===== src/rtl/serial_subtractor_pkg.sv =====
// Shared types and parameter checks for the serial ripple-borrow subtractor.
// Holds the FSM state encoding and the legal-SLICE rule used at elaboration.
package serial_subtractor_pkg;

    typedef enum logic [1:0] {
        ST_IDLE = 2'd0,
        ST_RUN  = 2'd1,
        ST_DONE = 2'd2
    } state_e;

    // SLICE must be 1, 2, 4 or the full width, and must divide the width evenly.
    function automatic bit slice_legal(input int width, input int slice);
        bit ok;
        if (slice <= 0 || width <= 0) begin
            ok = 1'b0;
        end else if ((width % slice) != 0) begin
            ok = 1'b0;
        end else begin
            ok = (slice == 1) || (slice == 2) || (slice == 4) || (slice == width);
        end
        return ok;
    endfunction

    function automatic int run_cycles(input int width, input int slice);
        return width / slice;
    endfunction

endpackage


===== src/rtl/serial_subtractor_sub_slice.sv =====
// Combinational SLICE-bit ripple-borrow stage, reused by the top every RUN cycle.
// Produces the slice difference bits and the borrow out of each bit.
module sub_slice #(
    parameter int SLICE = 1
) (
    input  logic [SLICE-1:0] a_i,
    input  logic [SLICE-1:0] b_i,
    input  logic             bin_i,
    output logic [SLICE-1:0] d_o,
    output logic [SLICE:1]   borrow_o
);

    // Returns {borrow[SLICE:1], d[SLICE-1:0]}; ripple kept in a local variable.
    function automatic logic [2*SLICE-1:0] ripple(
        input logic [SLICE-1:0] a,
        input logic [SLICE-1:0] b,
        input logic             bin
    );
        logic [SLICE-1:0] d;
        logic [SLICE-1:0] bo;
        logic             br;
        br = bin;
        for (int i = 0; i < SLICE; i++) begin
            d[i]  = a[i] ^ b[i] ^ br;
            bo[i] = (~a[i] & b[i]) | (~a[i] & br) | (b[i] & br);
            br    = bo[i];
        end
        return {bo, d};
    endfunction

    // Slice evaluation
    always_comb begin
        {borrow_o, d_o} = ripple(a_i, b_i, bin_i);
    end

endmodule


===== src/rtl/serial_subtractor.sv =====
// Multi-cycle ripple-borrow subtractor behind a valid/ready handshake.
// Computes a - b - bin one SLICE per RUN cycle, exposing the full borrow chain.
module serial_subtractor
    import serial_subtractor_pkg::*;
#(
    parameter int WIDTH = 8,
    parameter int SLICE = 1
) (
    input  logic               clk,
    input  logic               reset,
    input  logic               in_valid,
    output logic               in_ready,
    input  logic [WIDTH-1:0]   a,
    input  logic [WIDTH-1:0]   b,
    input  logic               bin,
    output logic               out_valid,
    input  logic               out_ready,
    output logic [WIDTH-1:0]   diff,
    output logic [WIDTH:0]     borrow,
    output logic [2*WIDTH:0]   res
);

    localparam int NSLICE = run_cycles(WIDTH, SLICE);
    localparam int IDX_W  = $clog2(NSLICE + 1);
    localparam int BASE_W = $clog2(WIDTH + 1);

    if (!slice_legal(WIDTH, SLICE)) begin : g_bad_slice
        $error("serial_subtractor: SLICE must be 1, 2, 4 or WIDTH and divide WIDTH");
    end

    state_e             state_q;
    logic               in_ready_q;
    logic               out_valid_q;
    logic [WIDTH-1:0]   a_q;
    logic [WIDTH-1:0]   b_q;
    logic [WIDTH-1:0]   diff_q;
    logic [WIDTH:0]     borrow_q;
    logic [IDX_W-1:0]   idx_q;
    logic [IDX_W-1:0]   idx_d;
    logic [BASE_W-1:0]  base_s;
    logic               last_s;
    logic [SLICE-1:0]   sl_a_s;
    logic [SLICE-1:0]   sl_b_s;
    logic               sl_bin_s;
    logic [SLICE-1:0]   sl_d_s;
    logic [SLICE:1]     sl_borrow_s;

    // Slice addressing derived from the running index
    always_comb begin
        idx_d    = idx_q + IDX_W'(1);
        base_s   = BASE_W'(idx_q) * BASE_W'(SLICE);
        last_s   = (idx_q == IDX_W'(NSLICE - 1));
        sl_a_s   = a_q[base_s +: SLICE];
        sl_b_s   = b_q[base_s +: SLICE];
        sl_bin_s = borrow_q[base_s];
    end

    sub_slice #(
        .SLICE (SLICE)
    ) u_sub_slice (
        .a_i      (sl_a_s),
        .b_i      (sl_b_s),
        .bin_i    (sl_bin_s),
        .d_o      (sl_d_s),
        .borrow_o (sl_borrow_s)
    );

    // Control FSM with registered handshake and result outputs
    always_ff @(posedge clk) begin
        if (reset) begin
            state_q     <= ST_IDLE;
            in_ready_q  <= 1'b1;
            out_valid_q <= 1'b0;
            a_q         <= '0;
            b_q         <= '0;
            diff_q      <= '0;
            borrow_q    <= '0;
            idx_q       <= '0;
        end else begin
            case (state_q)
                ST_IDLE: begin
                    if (in_valid) begin
                        a_q        <= a;
                        b_q        <= b;
                        borrow_q   <= {{WIDTH{1'b0}}, bin};
                        diff_q     <= '0;
                        idx_q      <= '0;
                        in_ready_q <= 1'b0;
                        state_q    <= ST_RUN;
                    end else begin
                        in_ready_q <= 1'b1;
                    end
                end
                ST_RUN: begin
                    diff_q[base_s +: SLICE]                   <= sl_d_s;
                    borrow_q[base_s + BASE_W'(1) +: SLICE]    <= sl_borrow_s;
                    idx_q                                     <= idx_d;
                    if (last_s) begin
                        out_valid_q <= 1'b1;
                        state_q     <= ST_DONE;
                    end else begin
                        out_valid_q <= 1'b0;
                    end
                end
                ST_DONE: begin
                    // Release only; a concurrent in_valid is taken next cycle in IDLE.
                    if (out_ready) begin
                        out_valid_q <= 1'b0;
                        in_ready_q  <= 1'b1;
                        state_q     <= ST_IDLE;
                    end else begin
                        out_valid_q <= 1'b1;
                    end
                end
                default: begin
                    state_q     <= ST_IDLE;
                    in_ready_q  <= 1'b1;
                    out_valid_q <= 1'b0;
                    idx_q       <= '0;
                end
            endcase
        end
    end

    assign in_ready  = in_ready_q;
    assign out_valid = out_valid_q;
    assign diff      = diff_q;
    assign borrow    = borrow_q;
    assign res       = {borrow_q, diff_q};

endmodule


===== config.mk =====
export PLATFORM = sky130hd
export DESIGN_NAME = serial_subtractor
export DESIGN_NICKNAME = d
export VERILOG_FILES = /design/src/rtl/serial_subtractor_pkg.sv /design/src/rtl/serial_subtractor_sub_slice.sv /design/src/rtl/serial_subtractor.sv
export SDC_FILE = /design/constraint.sdc
export NUM_CORES = 1
export LEC_CHECK = 0
export BUFFER_PORTS_ARGS = -buffer_cell sky130_fd_sc_hd__buf_4
export CORE_MARGIN = 2
export CORE_UTILIZATION = 49
export DETAILED_ROUTE_END_ITERATION = 10
export GPL_ROUTABILITY_DRIVEN = 0
export PLACE_DENSITY = 0.84
export SYNTH_ARGS = -nofsm -noshare
export SYNTH_HDL_FRONTEND = slang
export SYNTH_HIERARCHICAL = 1
export SYNTH_SLANG_ARGS = --single-unit

===== constraint.sdc =====
create_clock -name clk -period 2.5 [get_ports clk]
set_input_delay 0.25 -clock clk [delete_from_list [all_inputs] [get_ports clk]]
set_output_delay 0.25 -clock clk [all_outputs]
set_load 0.02 [all_outputs]

Yosys cells after proc, flatten, opt, wreduce, memory -nomap -nowiden
Index checks and enable logic that the tools add are counted.
Widths: inputs -> output; s select.
Storage, ports and cells
  logic and storage cells: 61
  input bits: 21
  register bits after elaboration: 41
Operators by class
  reduce and logical (&&, ||, !) cells: 7
  equal/unequal tests: 6
  bitwise logic cells: 10
  muxes and demuxes: 20
  $add $sub $neg: 3
  order comparisons: 1
  shift-type cells: 6
Operator list (count)
  $pmux 9 s2: 1
  $pmux 8 s2: 1
  $shiftx 8x5->1: 2
  $neg 4->6: 2
  $pmux 4 s3: 1
  $bwmux 9: 1
  $mux 9: 1
  $shift 1x6->9 const A: 1
  $shiftx 1x6->9: 1
  $bwmux 8: 1
  $mux 8: 1
  $reduce_and 2->1: 4
  $shift 1x6->8 const A: 1
  $shiftx 1x6->8: 1
  $mux 2: 3
  $ne 2x2->1 const B: 3
  $pmux 1 s3: 2
  $pmux 2 s3: 1
  $lt 4x5->1 const B: 1
  $mux 1: 5
  $add 4x1->4 const B: 1
  $bmux 1 s4: 1
  $eq 4x3->1 const B: 1
  $mux 4: 1
  9 further kinds: 15

Longest topological paths before layout
  word-level depth: 8
  gate-level depth with buffers: 12
  depth with buffers taken out: 10

Cells and area by module
Netlist, hierarchy kept.
Modules (own cells, without submodules)
  serial_subtractor: area each 2616.3 um^2, cells each 323, instances 1
  sub_slice: area each 27.5 um^2, cells each 3, instances 1

Least setup slack after synthesis
OpenSTA, ideal clock, no wires.
  path kind: reg2reg
  from: register idx_q[0]
  to: register diff_q[0] (netlist: diff[0])
  period minus slack after synthesis: 2.561 ns
  stages on the path, launching flop included: 12
  data required time: 2.372 ns
  data arrival time: 2.434 ns
  slack: -0.061 ns
  library setup time: 0.128 ns
  cell sequence: dfxtp_1 buf_4 buf_4 mux4_2 nand2_1 o21ai_0 fa_1 inv_1 nor3b_1 mux2i_1 a2bb2oi_1 nor2_1
Between the ends
  longest elaborated chain between the ends: 6
Ends and longest elaborated chain
  start, declared: RTL line serial_subtractor.sv:38  | logic [IDX_W-1:0] idx_q;
  start signal, assigned: RTL line serial_subtractor.sv:97  | idx_q <= idx_d;
  $bmux 1 s4: RTL line serial_subtractor.sv:55  | sl_bin_s = borrow_q[base_s];
  $mux 1 (not written as such): RTL line serial_subtractor.sv:55
  named net sl_bin_s: RTL line serial_subtractor.sv:44  | logic sl_bin_s;
  $xor 1x1->1: RTL line serial_subtractor_sub_slice.sv:24  | d[i] = a[i] ^ b[i] ^ br;
  named net sl_d_s: RTL line serial_subtractor.sv:45  | logic [SLICE-1:0] sl_d_s;
  $shiftx 1x6->8: RTL line serial_subtractor.sv:95  | diff_q[base_s +: SLICE] <= sl_d_s;
  $bwmux 8: RTL line serial_subtractor.sv:95
  $pmux 8 s2: RTL line serial_subtractor.sv:80  | case (state_q)
  end signal, assigned by index: RTL line serial_subtractor.sv:95
  end, declared: RTL line serial_subtractor.sv:36  | logic [WIDTH-1:0] diff_q;
The timed path passes the listed nets, and every way through them passes these cells. The select of a mux whose other input is x is not followed.
A chain may end at the register's enable or synchronous reset.

Worst setup path in the final report
  from: register idx_q[0]
  to: register diff_q[4] (netlist: diff[4])
The elaborated chain is that of the path after synthesis.

==> results.json <==
{
  "outcome": "completed",
  "synthTopCellsByArea": "dfxtp_1, nand2_1, buf_4, mux4_2, a21oi_1",
  "cts_setup_buffers": 0,
  "final_common_cell": "buf_4",
  "r2r_setup_slack_ns": 0.03,
  "fillers": 447,
  "core_um2": 5172,
  "fin_ws_ns": 0.03137,
  "synth_edf_count": 0,
  "postPlaceCellArea_um2": 3083,
  "worstPathRequired_ns": 2.70,
  "io_pins": 57,
  "p_clk_frac": 0.293,
  "dr.pass1.iters": 5,
  "start_util": 0.5111,
  "p_int_mw": 1.094,
  "hold_violations": 0,
  "syn-num-nets": 356,
  "synth_seq_cells": 41,
  "cts_buffer_depth": 2,
  "yosysTopAreaCell": "dfxtp_1",
  "drt_iter0_markers": 341,
  "area_growth_pct": 20.68,
  "ys_seq_area_frac": 0.3105,
  "overflow": 0,
  "grt_pass1_wl_mm": 11.50,
  "finalCritPeriodShare": 0.9875,
  "layout.nets": 402,
  "peakVddDrop_v": 0.0004119,
  "mostFrequentLayoutCells": "buf_4, nand2_1, dfxtp_1",
  "antenna_found_initial": 0,
  "worst_pin_slew_ns": 0.5257,
  "end_kind": "flop",
  "power_density_nw_per_um2": 507.3,
  "period_needed_ns": 2.469,
  "syn_area_um2": 2644,
  "track_usage": 0.2428,
  "avgViaCountPerCell": 5.817,
  "setup_violations": 0,
  "cts_buffers": 5,
  "postLayoutCoreUtil": 0.6168,
  "rsz0062_at_grt": "yes",
  "seq_power_share": 0.437,
  "cts_tree": "built",
  "grt_pass1_vias": 2418,
  "rows": 26,
  "final_antenna_net_count": 0,
  "fmax_mhz": 405.1,
  "syn_area_per_cell_um2": 8.110,
  "stdcell_area_um2": 3191,
  "power_frac_comb": 0.270,
  "fin_tns_setup_ns": 0,
  "synth.distinct_cells": 58,
  "die_area_um2": 5999,
  "p_switching_mw": 0.5247,
  "fin_skew_ns": 0.008163,
  "htreeDepth": 2,
  "critPathKind": "flop to flop",
  "yosysWarnings": 6,
  "cp-start-kind": "flop",
  "slew_violations": 0,
  "yosysTopAreaCellShare": 0.3105,
  "p_sw_frac": 0.3242,
  "die-width_um": 77.46,
  "hold_class": "input pin to flop",
  "wl_per_cell_um": 16.09,
  "num_vias": 2577,
  "worstSkewPairLatency_ns": 0.31,
  "wirelength_mm": 7.129,
  "drc": 0,
  "place_hpwl_mm": 5.245,
  "synthCells": 326,
  "synthArstFlopShare": 0,
  "clockRootBuffer": "clkbuf_8",
  "portBuffers": 56,
  "layout-drive-gt1-share": 0.2735,
  "clock-sinks": 41,
  "synth_top_flop_cell": "dfxtp_1",
  "grt_max_degree": 37,
  "die_h_um": 77.46,
  "cts-hold-fix-buffers": 0,
  "maxCapViolCount": 0,
  "max_slew_margin": 0.6470,
  "critPathMaxFanout": 4,
  "path_clk_slew_ns": 0.09,
  "diodes": 0,
  "cp.arrival_ns": 2.67,
  "dpl_worst_slack_ns": -0.007641,
  "p_leak_nw": 1.323
}
-- final timing paths --
| kind | from | end | cells after the start |
|---|---|---|---|
| worst max register to register | idx_q[0] | diff[4] | 9 |
| worst min register to register | b_q[7] | b_q[7] | 2 |
| worst min-delay path | a[2] | a_q[2] | 3 |
| worst max-delay path | idx_q[0] | diff[4] | 9 |
-- critical path, cell delays in order, from the launching register on --
cell and delay [ns]:
dfxtp_4 0.37, mux4_2 0.48, nor2b_1 0.14, a41oi_1 0.18
o21ai_1 0.09, fa_1 0.49, inv_1 0.05, nand4_1 0.20
nor3_1 0.09, a311o_1 0.27
-- metal layers --
layer	wire [µm]	GRT usage	vias up
met5	0	0	-
li1	-	-	1238
met2	3490	0.4287	146
met1	2826	0.2835	1165
met3	549	0.04419	28
met4	262	0.1143	0
-- sequential cells by signal, summed over array words and instances, names as in the netlist --
signal     flops
out_valid      1
b_q            8
a_q            8
diff           8
idx_q          4
borrow         9
state_q        2
in_ready       1
-- cell usage after synthesis (5+ instances only) --
library cell / n
nand2_1: 51
dfxtp_1: 41
a21oi_1: 25
nor2_1: 24
buf_4: 20
nand3_1: 13
buf_2: 11
inv_1: 11
o21ai_0: 9
ha_1: 8
nor2b_1: 8
a32o_1: 6
clkbuf_1: 6
mux2i_1: 6
mux4_2: 6
nor3_1: 6
a31oi_1: 5
nor3b_1: 5
-- cell type report --
type	instances	area (µm²)	share of cell area
Tap cell	70	87.58	0.02745
Clock buffer	6	82.58	0.02588
Timing Repair Buffer	80	604.3	0.1894
Sequential cell	41	824.5	0.2584
Inverter	11	41.29	0.01294
Multi-Input combinational cell	233	1536	0.4816
Clock inverter	2	13.76	0.004314
-- repair_timing --
item | CTS | global route
setup endpoints to repair | 2 | 11
pin swaps | 0 | 2
resized for setup | 1 | 3
-- kinds of logic (layout without fill, tap and decap cells) --
| kind of cell | after synthesis | count (layout) | synth area share |
|---|---|---|---|
| adder cells (fa/ha/maj) | 9 | 9 | 0.04543 |
| buffers and inverters | 52 | 99 | 0.1103 |
| AO/OA/AOI/OAI | 74 | 74 | 0.1907 |
| XOR/XNOR | 5 | 5 | 0.01656 |
| multiplexers | 12 | 12 | 0.07383 |
| AND/OR/NAND/NOR | 133 | 133 | 0.2527 |
| flip-flops | 41 | 41 | 0.3105 |
-- stage by stage --
| stage | std cells | hold WS (ns) | power, mW |
|---|---|---|---|
| final | 443 | 0.1895 | 1.618 |
| after detailed placement | 435 | 0.4476 | 1.151 |
| after global placement | 435 | 0.4440 | 1.138 |
| after floorplan | 326 | 0.3860 | 1.011 |
| after CTS | 443 | 0.1877 | 1.610 |
| after global routing | 443 | 0.1996 | 1.690 |
-- power groups by stage --
stage	combinational [mW]	sequential (mW)	clock [mW]
after global routing	0.477	0.711	0.502
after global placement	0.417	0.721	0
after floorplan	0.286	0.725	0
after CTS	0.430	0.707	0.473
after detailed placement	0.428	0.722	0
final	0.437	0.707	0.474
No activity file was read; power rests on OpenSTA's default activity.
